$ cat src/rtl/hazard_ctrl.sv
// hazard_ctrl: pipeline stall generator.
// Detects load-use hazards (one bubble into EX), sequences multi-cycle
// mult/div occupancy of EX with a small IDLE/BUSY/DONE FSM, and keeps a
// saturating count of cycles in which the PC was held.
module hazard_ctrl #(
    parameter int MUL_CYCLES = 2,
    parameter int DIV_CYCLES = 33,
    parameter int CNT_W      = 6
) (
    input  logic        clk,
    input  logic        rst,
    input  logic        i_flush,
    input  logic [4:0]  i_id_rs_raddr,
    input  logic [4:0]  i_id_rt_raddr,
    input  logic        i_id_rs_re,
    input  logic        i_id_rt_re,
    input  logic        i_ex_is_load,
    input  logic        i_ex_we,
    input  logic [4:0]  i_ex_waddr,
    input  logic        i_md_start,
    input  logic        i_md_is_div,
    output logic [5:0]  o_stall,
    output logic        o_md_busy,
    output logic        o_md_done,
    output logic [31:0] o_stall_cnt
);

    typedef enum logic [1:0] {
        S_IDLE = 2'b00,
        S_BUSY = 2'b01,
        S_DONE = 2'b10
    } state_t;

    // Counter preload is occupancy minus one: BUSY lasts exactly N cycles.
    localparam logic [CNT_W-1:0] MUL_LOAD = CNT_W'(MUL_CYCLES - 1);
    localparam logic [CNT_W-1:0] DIV_LOAD = CNT_W'(DIV_CYCLES - 1);

    localparam logic [5:0] STALL_NONE = 6'b000000;
    localparam logic [5:0] STALL_MD   = 6'b001111;
    localparam logic [5:0] STALL_LU   = 6'b000111;

    state_t           r_state;
    state_t           w_state_nxt;
    logic [CNT_W-1:0] r_occ;
    logic [CNT_W-1:0] w_occ_nxt;
    logic             w_rs_hit;
    logic             w_rt_hit;
    logic             w_load_use;
    logic             w_md_stall;
    logic [5:0]       w_stall;
    logic [31:0]      r_stall_cnt;

    // Hazard detection and prioritised stall vector (flush > mult/div > load-use).
    always_comb begin
        w_rs_hit   = i_id_rs_re && (i_id_rs_raddr == i_ex_waddr);
        w_rt_hit   = i_id_rt_re && (i_id_rt_raddr == i_ex_waddr);
        w_load_use = i_ex_is_load && i_ex_we && (i_ex_waddr != 5'd0)
                     && (w_rs_hit || w_rt_hit);
        w_md_stall = ((r_state == S_IDLE) && i_md_start) || (r_state == S_BUSY);
        if (i_flush) begin
            w_stall = STALL_NONE;
        end else if (w_md_stall) begin
            w_stall = STALL_MD;
        end else if (w_load_use) begin
            w_stall = STALL_LU;
        end else begin
            w_stall = STALL_NONE;
        end
    end

    // Mult/div occupancy FSM next-state and counter update.
    always_comb begin
        w_state_nxt = r_state;
        w_occ_nxt   = r_occ;
        if (i_flush) begin
            w_state_nxt = S_IDLE;
            w_occ_nxt   = '0;
        end else begin
            case (r_state)
                S_IDLE: begin
                    if (i_md_start) begin
                        w_state_nxt = S_BUSY;
                        w_occ_nxt   = i_md_is_div ? DIV_LOAD : MUL_LOAD;
                    end else begin
                        w_state_nxt = S_IDLE;
                    end
                end
                S_BUSY: begin
                    if (r_occ != '0) begin
                        w_occ_nxt = r_occ - 1'b1;
                    end else begin
                        w_state_nxt = S_DONE;
                    end
                end
                S_DONE: begin
                    // The mult/div instruction leaves EX this cycle; md_start is stale.
                    w_state_nxt = S_IDLE;
                end
                default: begin
                    w_state_nxt = S_IDLE;
                    w_occ_nxt   = '0;
                end
            endcase
        end
    end

    // FSM state and occupancy counter registers.
    always_ff @(posedge clk) begin
        if (rst) begin
            r_state <= S_IDLE;
            r_occ   <= '0;
        end else begin
            r_state <= w_state_nxt;
            r_occ   <= w_occ_nxt;
        end
    end

    // Saturating count of cycles with the PC held.
    always_ff @(posedge clk) begin
        if (rst) begin
            r_stall_cnt <= 32'd0;
        end else if (w_stall[0] && (r_stall_cnt != 32'hFFFF_FFFF)) begin
            r_stall_cnt <= r_stall_cnt + 32'd1;
        end else begin
            r_stall_cnt <= r_stall_cnt;
        end
    end

    assign o_stall     = w_stall;
    assign o_md_busy   = (r_state == S_BUSY);
    assign o_md_done   = (r_state == S_DONE);
    assign o_stall_cnt = r_stall_cnt;

endmodule

$ cat config.mk
export PLATFORM = sky130hd
export DESIGN_NAME = hazard_ctrl
export DESIGN_NICKNAME = d
export VERILOG_FILES = /design/src/rtl/hazard_ctrl.sv
export SDC_FILE = /design/constraint.sdc
export NUM_CORES = 1
export LEC_CHECK = 0
export ABC_AREA = 1
export BUFFER_PORTS_ARGS = -buffer_cell sky130_fd_sc_hd__buf_2
export CELL_PAD_IN_SITES_DETAIL_PLACEMENT = 1
export CELL_PAD_IN_SITES_GLOBAL_PLACEMENT = 2
export CORE_ASPECT_RATIO = 1.5
export CORE_UTILIZATION = 26
export DETAILED_ROUTE_END_ITERATION = 8
export GPL_ROUTABILITY_DRIVEN = 0
export PLACE_DENSITY = 0.79
export SYNTH_ARGS = -nofsm -noshare
export SYNTH_HDL_FRONTEND = slang
export SYNTH_SLANG_ARGS = --single-unit
$ cat constraint.sdc
create_clock -name clk -period 1.8 [get_ports clk]
set_input_delay 0.18 -clock clk [delete_from_list [all_inputs] [get_ports clk]]
set_output_delay 0.18 -clock clk [all_outputs]
set_load 0.02 [all_outputs]
==> reports/results.ini, run 1 <==
[logic_synthesis]
post_synth.cell_area_avg_um2 = 6.20
number_of_instances_in_the_synthesized_netlist = 471
synth_warnings = 0
netlist.top_cell.by_area = sky130_fd_sc_hd__dfxtp_1
synth_top_area_cells = sky130_fd_sc_hd__dfxtp_1 27%, sky130_fd_sc_hd__nand2_1 18%, sky130_fd_sc_hd__nor2_1 8.6%
synth_top_area_share_pct = 27.4
mappedNetlistArea_mm2 = 0.00292
seq_area_frac_synth_pct = 27.4
yosysUniqueCellTypes = 35
yosys_register_bits = 40

[routing]
top_signal_layer_used = met4
residual_drc_count = 0
vias = 3278
detail-route-antenna-nets = 0
dr.pass1.iters = 4
wirelength_met1_um = 3970
detailroute.wirelength.met3_um = 242
met2_length_um = 5640
post_detailed_route_wirelength_per_cell_um = 13.9
via_per_inst = 4.55
routed_wl_um = 10000
drt_iter0_markers = 110

[sta]
fin_crit_ns = 1.71
setup_slack_ns = 0.0948
clock.fmax_mhz = 586
grt_setup_unrepaired = yes
period_share_pct = 94.7
finalMaxSlewViolations = 0
final_hold_viol_count = 0
final.setup.tns_ns = 0
timing.clock.skew_ns = 0.00817
setup_violations = 0

[worst_setup_path]
crit_path_max_incr_delay_ns = 0.34
worst_ep_required_ns = 1.62
setup.worst_path.class = flop to primary output
crit_arrival_ns = 1.53
critPathSlowestCell = sky130_fd_sc_hd__dfxtp_2
timing.critical_path.max_delay_family = buffers and inverters
critical_path.max_fanout = 7
path_cells = inv_1 > nor2_4 > inv_1 > nand2_1 > inv_1 > nor2_2 > inv_1 > nand2_4 > buf_2
cp_num_buf_inv = 5
timing.critical_path.mode_cell = sky130_fd_sc_hd__inv_1
critical_path.startpoint_type = flop
critical_path.endpoint_type = primary output

[clock_tree]
ctsHoldBuffers = 0
tritoncts.num_buffers = 5
clk_pin_slew_ns = 0.06
cts_max_level = 2
cts_root_buf = sky130_fd_sc_hd__clkbuf_16
ctsLongestPathBuffers = 2
cts_tree = built
clock_latency_ns = 0.29
tritoncts_num_sinks = 40

[layout]
layout-drive-gt1-share_pct = 32.5
area.sequential_um2 = 807
area_delta_synth_final_pct = 33.9
layout_common_cells = 137 x sky130_fd_sc_hd__nand2_1, 61 x sky130_fd_sc_hd__buf_2, 60 x sky130_fd_sc_hd__nor2_1
antennaDiodeCount = 0
area_taken_by_multi_input_logic_gates_mm2 = 0.00187
finish.net_count = 599
fill_cells = 1482
design_area_mm2 = 0.00391
utilization_pct = 35.6
layout.cells.most_common = sky130_fd_sc_hd__nand2_1

[run]
drv.max_cap_violation_count = 0

[pwr]
peakVddDrop_v = 0.000297
power_per_cell_area_mw_per_mm2 = 539
leakage_nw = 1.76

[floorplanning]
core_area_mm2 = 0.0110
initial_cell_density_of_the_core_pct = 26.6
area_of_the_die_mm2 = 0.0117
die_w_um = 88.5
dieHeight_um = 132
io-pin-count = 64
placementRows = 47

[grt]
grt_use_total_pct = 18.1
maximum_number_of_pins_on_one_net_before_global_route_repair = 26
grt_first_pass_wirelength_um = 16500
gr-total-overflow = 0
grt_pass1_vias = 3444
antenna_found_initial = 0

[run_status]
outcome = complete, no violations

[hold_path]
min_path_type = primary input to flop

[placement]
detailedPlacementHpwl_um = 8130
dpl_worst_slack_ns = 0.0144
port_buffers = 61
dpl-instance-area_mm2 = 0.00368

final timing paths:
check / startpoint / end / slack, ns / cells past startpoint
max: r_state[0]$_SDFFE_PP0P_ / o_stall[2] / 0.09 / 9
min: i_md_start / r_state[0]$_SDFFE_PP0P_ / 0.18 / 3
max reg2reg: o_stall_cnt[0]$_SDFFE_PP0P_ / o_stall_cnt[20]$_SDFFE_PP0P_ / 0.13 / 11
min reg2reg: r_occ[1]$_SDFFE_PP0P_ / r_occ[1]$_SDFFE_PP0P_ / 0.47 / 2
routing by layer:
| layer | GRT usage, % | vias to the layer above |
|---|---|---|
| met3 | 2.38 | 13 |
| met2 | 34.7 | 39 |
| met4 | 5.65 | 0 |
| met1 | 19.9 | 1549 |
| li1 | - | 1677 |
| met5 | 0 | - |
cells by family after synthesis:
| logic type | after synthesis | share of synthesized area [%] |
|---|---|---|
| compound gates | 46 | 9.34 |
| simple gates | 300 | 47.6 |
| fa+ha+maj | 2 | 0.857 |
| other cells | 1 | 0.128 |
| buf+inv | 68 | 10.5 |
| flops | 40 | 27.4 |
| xor+xnor | 14 | 4.20 |
flip-flops by register name, indices dropped and copies added, names as in the netlist:
name / count
r_occ: 6
r_state: 2
o_stall_cnt: 32
repair_timing:
action / CTS / global route
endpoints found under the setup margin: 4 / 41
hold endpoints to repair: 0 / 0
setup buffers: 2 / 3
pin swaps: 1 / 5
gates resized for setup: 2 / 18
synthesized netlist by cell type, drive strengths merged:
| cell | count |
|---|---|
| buf | 14 |
| nor3b | 2 |
| o31ai | 1 |
| inv | 50 |
| nand3b | 8 |
| a21boi | 1 |
| xnor2 | 7 |
| dfxtp | 40 |
| clkbuf | 3 |
| a211oi | 1 |
| nand3 | 43 |
| xor2 | 7 |
| ha | 2 |
| nor4 | 2 |
| conb | 1 |
| o22ai | 1 |
| nor2 | 76 |
| a21oi | 34 |
| nor3 | 7 |
| o21ai | 8 |
| nand4 | 5 |
| nand2 | 157 |
| clkinv | 1 |
final cells by class:
class / instances / area share, %
Clock inverter: 1 / 0.128
Clock buffer: 6 / 3.30
Timing Repair Buffer: 111 / 18.6
Tap cell: 147 / 4.70
Sequential cell: 40 / 20.6
Multi-Input combinational cell: 364 / 47.7
Inverter: 51 / 4.93
report_power, final:
part           total [W]  leakage [nW]  internal [W]  switching [W]
clock           0.000878        0.0667      0.000505       0.000373
combinational   0.000319          1.37      0.000125       0.000193
sequential      0.000910         0.325      0.000900      0.0000100
total            0.00211          1.76       0.00153       0.000577
worst reg2reg max path, stage by stage (launching register included):
cell and delay, ns:
sky130_fd_sc_hd__dfxtp_2 0.33, sky130_fd_sc_hd__ha_1 0.16, sky130_fd_sc_hd__inv_1 0.08, sky130_fd_sc_hd__nor2_4 0.16, sky130_fd_sc_hd__nand3_2 0.13, sky130_fd_sc_hd__nor2_4 0.13, sky130_fd_sc_hd__nand3_4 0.11, sky130_fd_sc_hd__buf_6 0.17
sky130_fd_sc_hd__nand2_2 0.06, sky130_fd_sc_hd__inv_2 0.04, sky130_fd_sc_hd__a21oi_1 0.13, sky130_fd_sc_hd__nor2_1 0.06
stage by stage:
step	hold WS [ns]	power, W	cells
3_3_place_gp	0.469	0.00123	708
2_1_floorplan	0.351	0.00113	472
3_5_place_dp	0.471	0.00124	708
4_1_cts	0.187	0.00214	717
5_1_grt	0.202	0.00220	720
6_report	0.183	0.00211	720
Power figures use the tool's default switching activity.
==> inputs of run 2 (changes only) <==
Settings changed: BUFFER_PORTS_ARGS -buffer_cell sky130_fd_sc_hd__buf_2 to default, CORE_UTILIZATION 26 to 30, DONT_BUFFER_PORTS from default to 1, PLACE_DENSITY 0.79 to 0.78.
==> reports/results.ini, run 2 (synthesis results as in run 1) <==
[sta]
timing.clock.skew_ns = 0.00641
setup_violations = 0
final.setup.tns_ns = 0
finalMaxSlewViolations = 0
clock.fmax_mhz = 576
period_share_pct = 96.4
final_hold_viol_count = 0
fin_crit_ns = 1.74

[routing]
drt_iter0_markers = 81
dr.pass1.iters = 4
vias = 3109
post_detailed_route_wirelength_per_cell_um = 15.5
via_per_inst = 4.97
routed_wl_um = 9690
residual_drc_count = 0
detail-route-antenna-nets = 0

[layout]
utilization_pct = 39.5
fill_cells = 1263
layout_common_cells = 138 x sky130_fd_sc_hd__nand2_1, 64 x sky130_fd_sc_hd__nor2_1, 43 x sky130_fd_sc_hd__inv_1, 43 x sky130_fd_sc_hd__buf_4, 37 x sky130_fd_sc_hd__nand3_1
area.sequential_um2 = 816
flip_flop_count_of_the_largest_register_after_layout = 32
area_delta_synth_final_pct = 26.7
antennaDiodeCount = 0
finish.net_count = 539
area_taken_by_multi_input_logic_gates_mm2 = 0.00189
layout.cells.most_common = sky130_fd_sc_hd__nand2_1
layout-drive-gt1-share_pct = 24.9

[clock_tree]
clock_latency_ns = 0.29
ctsLongestPathBuffers = 2
cts_root_buf = sky130_fd_sc_hd__clkbuf_16
cts_max_level = 2
tritoncts_num_sinks = 40
cts_tree = built
clk_pin_slew_ns = 0.06
tritoncts.num_buffers = 5

[worst_setup_path]
setup.worst_path.class = flop to flop
critPathSlowestCell = sky130_fd_sc_hd__dfxtp_4
critical_path.startpoint_type = flop
regToRegSetupSlack_ns = 0.06
cp_num_buf_inv = 2
worst_ep_required_ns = 2.01
critical_path.endpoint_type = flop
critical_path.max_fanout = 20
timing.critical_path.max_delay_family = simple AND/OR/NAND/NOR gates
crit_arrival_ns = 1.94
crit_path_max_incr_delay_ns = 0.37
timing.critical_path.mode_cell = sky130_fd_sc_hd__nor2_4
worst_r2r_path_depth = 10
path_cells = ha_2 > inv_1 > nor2_4 > nand3b_4 > nor2_4 > nand4_4 > buf_6 > nand3_1 > nand2_1 > nor2_1
crit-reg2reg-launch = o_stall_cnt[0]$_SDFFE_PP0P_
worst_r2r_endpoint = o_stall_cnt[0]$_SDFFE_PP0P_

[placement]
detailedPlacementHpwl_um = 7740
port_buffers = 0

[grt]
grt_util_met3_pct = 4.16
grt.met1_usage_pct = 22.2
gr-usage-met2_pct = 36.4
maximum_number_of_pins_on_one_net_before_global_route_repair = 27
grt_use_total_pct = 19.9
grt_pass1_vias = 3087
gr-total-overflow = 0
grt_first_pass_wirelength_um = 15000
antenna_found_initial = 0
busiest_layer = met2

[hold_path]
worst_hold_depth = 2
min_path_type = primary input to flop
hold_path_end = r_state[0]$_SDFFE_PP0P_
critical_hold_path_startpoint = i_md_start

[floorplanning]
placementRows = 43
dieHeight_um = 123
io-pin-count = 64
die_w_um = 82.6
area_of_the_die_mm2 = 0.0101
initial_cell_density_of_the_core_pct = 31.2
core_area_mm2 = 0.00936

[pwr]
power_per_cell_area_mw_per_mm2 = 623
peakVddDrop_v = 0.000397
leakage_nw = 1.53

[run_status]
outcome = complete, no violations

[run]
drv.max_cap_violation_count = 0

run 2: layer usage:
layer / vias to the layer above / wire (um)
met5: - / 0
met4: 0 / 167
met3: 10 / 454
met2: 54 / 5060
met1: 1483 / 4010
li1: 1562 / -
run 2: report_power, final:
| part | leakage, nW | switching (W) | internal (W) |
|---|---|---|---|
| Clock | 0.0901 | 0.000380 | 0.000731 |
| Combinational | 1.11 | 0.000179 | 0.000102 |
| Sequential | 0.328 | 0.0000137 | 0.000899 |
| Total | 1.53 | 0.000573 | 0.00173 |
run 2: timing repair:
item | 4_1_cts | 5_1_grt
buffers inserted | 0 | 2
gates cloned | 0 | 0
hold endpoints to repair | 25 | 0
pin swaps | 0 | 7
hold buffers | 1 | 0
gates resized for setup | 1 | 29
setup endpoints to repair | 3 | 41
run 2: per-stage QoR:
step	worst slack [ns]	hold WS (ns)	area, um^2	power, W	std cells
after floorplan	0.0659	0.351	2930	0.00113	472
after global placement	0.0887	0.253	3360	0.00118	615
after detailed placement	0.0189	0.252	3360	0.00118	615
after CTS	0.00388	0.0638	3570	0.00233	624
after global routing	-0.0147	0.0716	3700	0.00240	626
final	0.0643	0.0576	3700	0.00230	626
run 2: cell type report:
type	count	area share (%)
clock buffers	7	4.13
clock inverters	1	0.812
inverters	51	5.21
multi-input cells	364	51.2
flip-flops and latches	40	22.0
well taps	112	3.79
repair buffers	51	12.8
run 2: how the worst max path moves through the flow:
stage,startpoint,endpoint,slack [ns],depth (start not counted)
3_5_place_dp,o_stall_cnt[2]$_SDFFE_PP0P_,o_stall_cnt[21]$_SDFFE_PP0P_,0.02,10
6_report,o_stall_cnt[0]$_SDFFE_PP0P_,o_stall_cnt[0]$_SDFFE_PP0P_,0.06,10
2_1_floorplan,r_state[0]$_SDFFE_PP0P_,o_stall[1],0.07,10
5_1_grt,o_stall_cnt[0]$_SDFFE_PP0P_,o_stall_cnt[0]$_SDFFE_PP0P_,-0.01,10
4_1_cts,o_stall_cnt[2]$_SDFFE_PP0P_,o_stall_cnt[21]$_SDFFE_PP0P_,0.004,10
3_3_place_gp,o_stall_cnt[2]$_SDFFE_PP0P_,o_stall_cnt[21]$_SDFFE_PP0P_,0.09,10
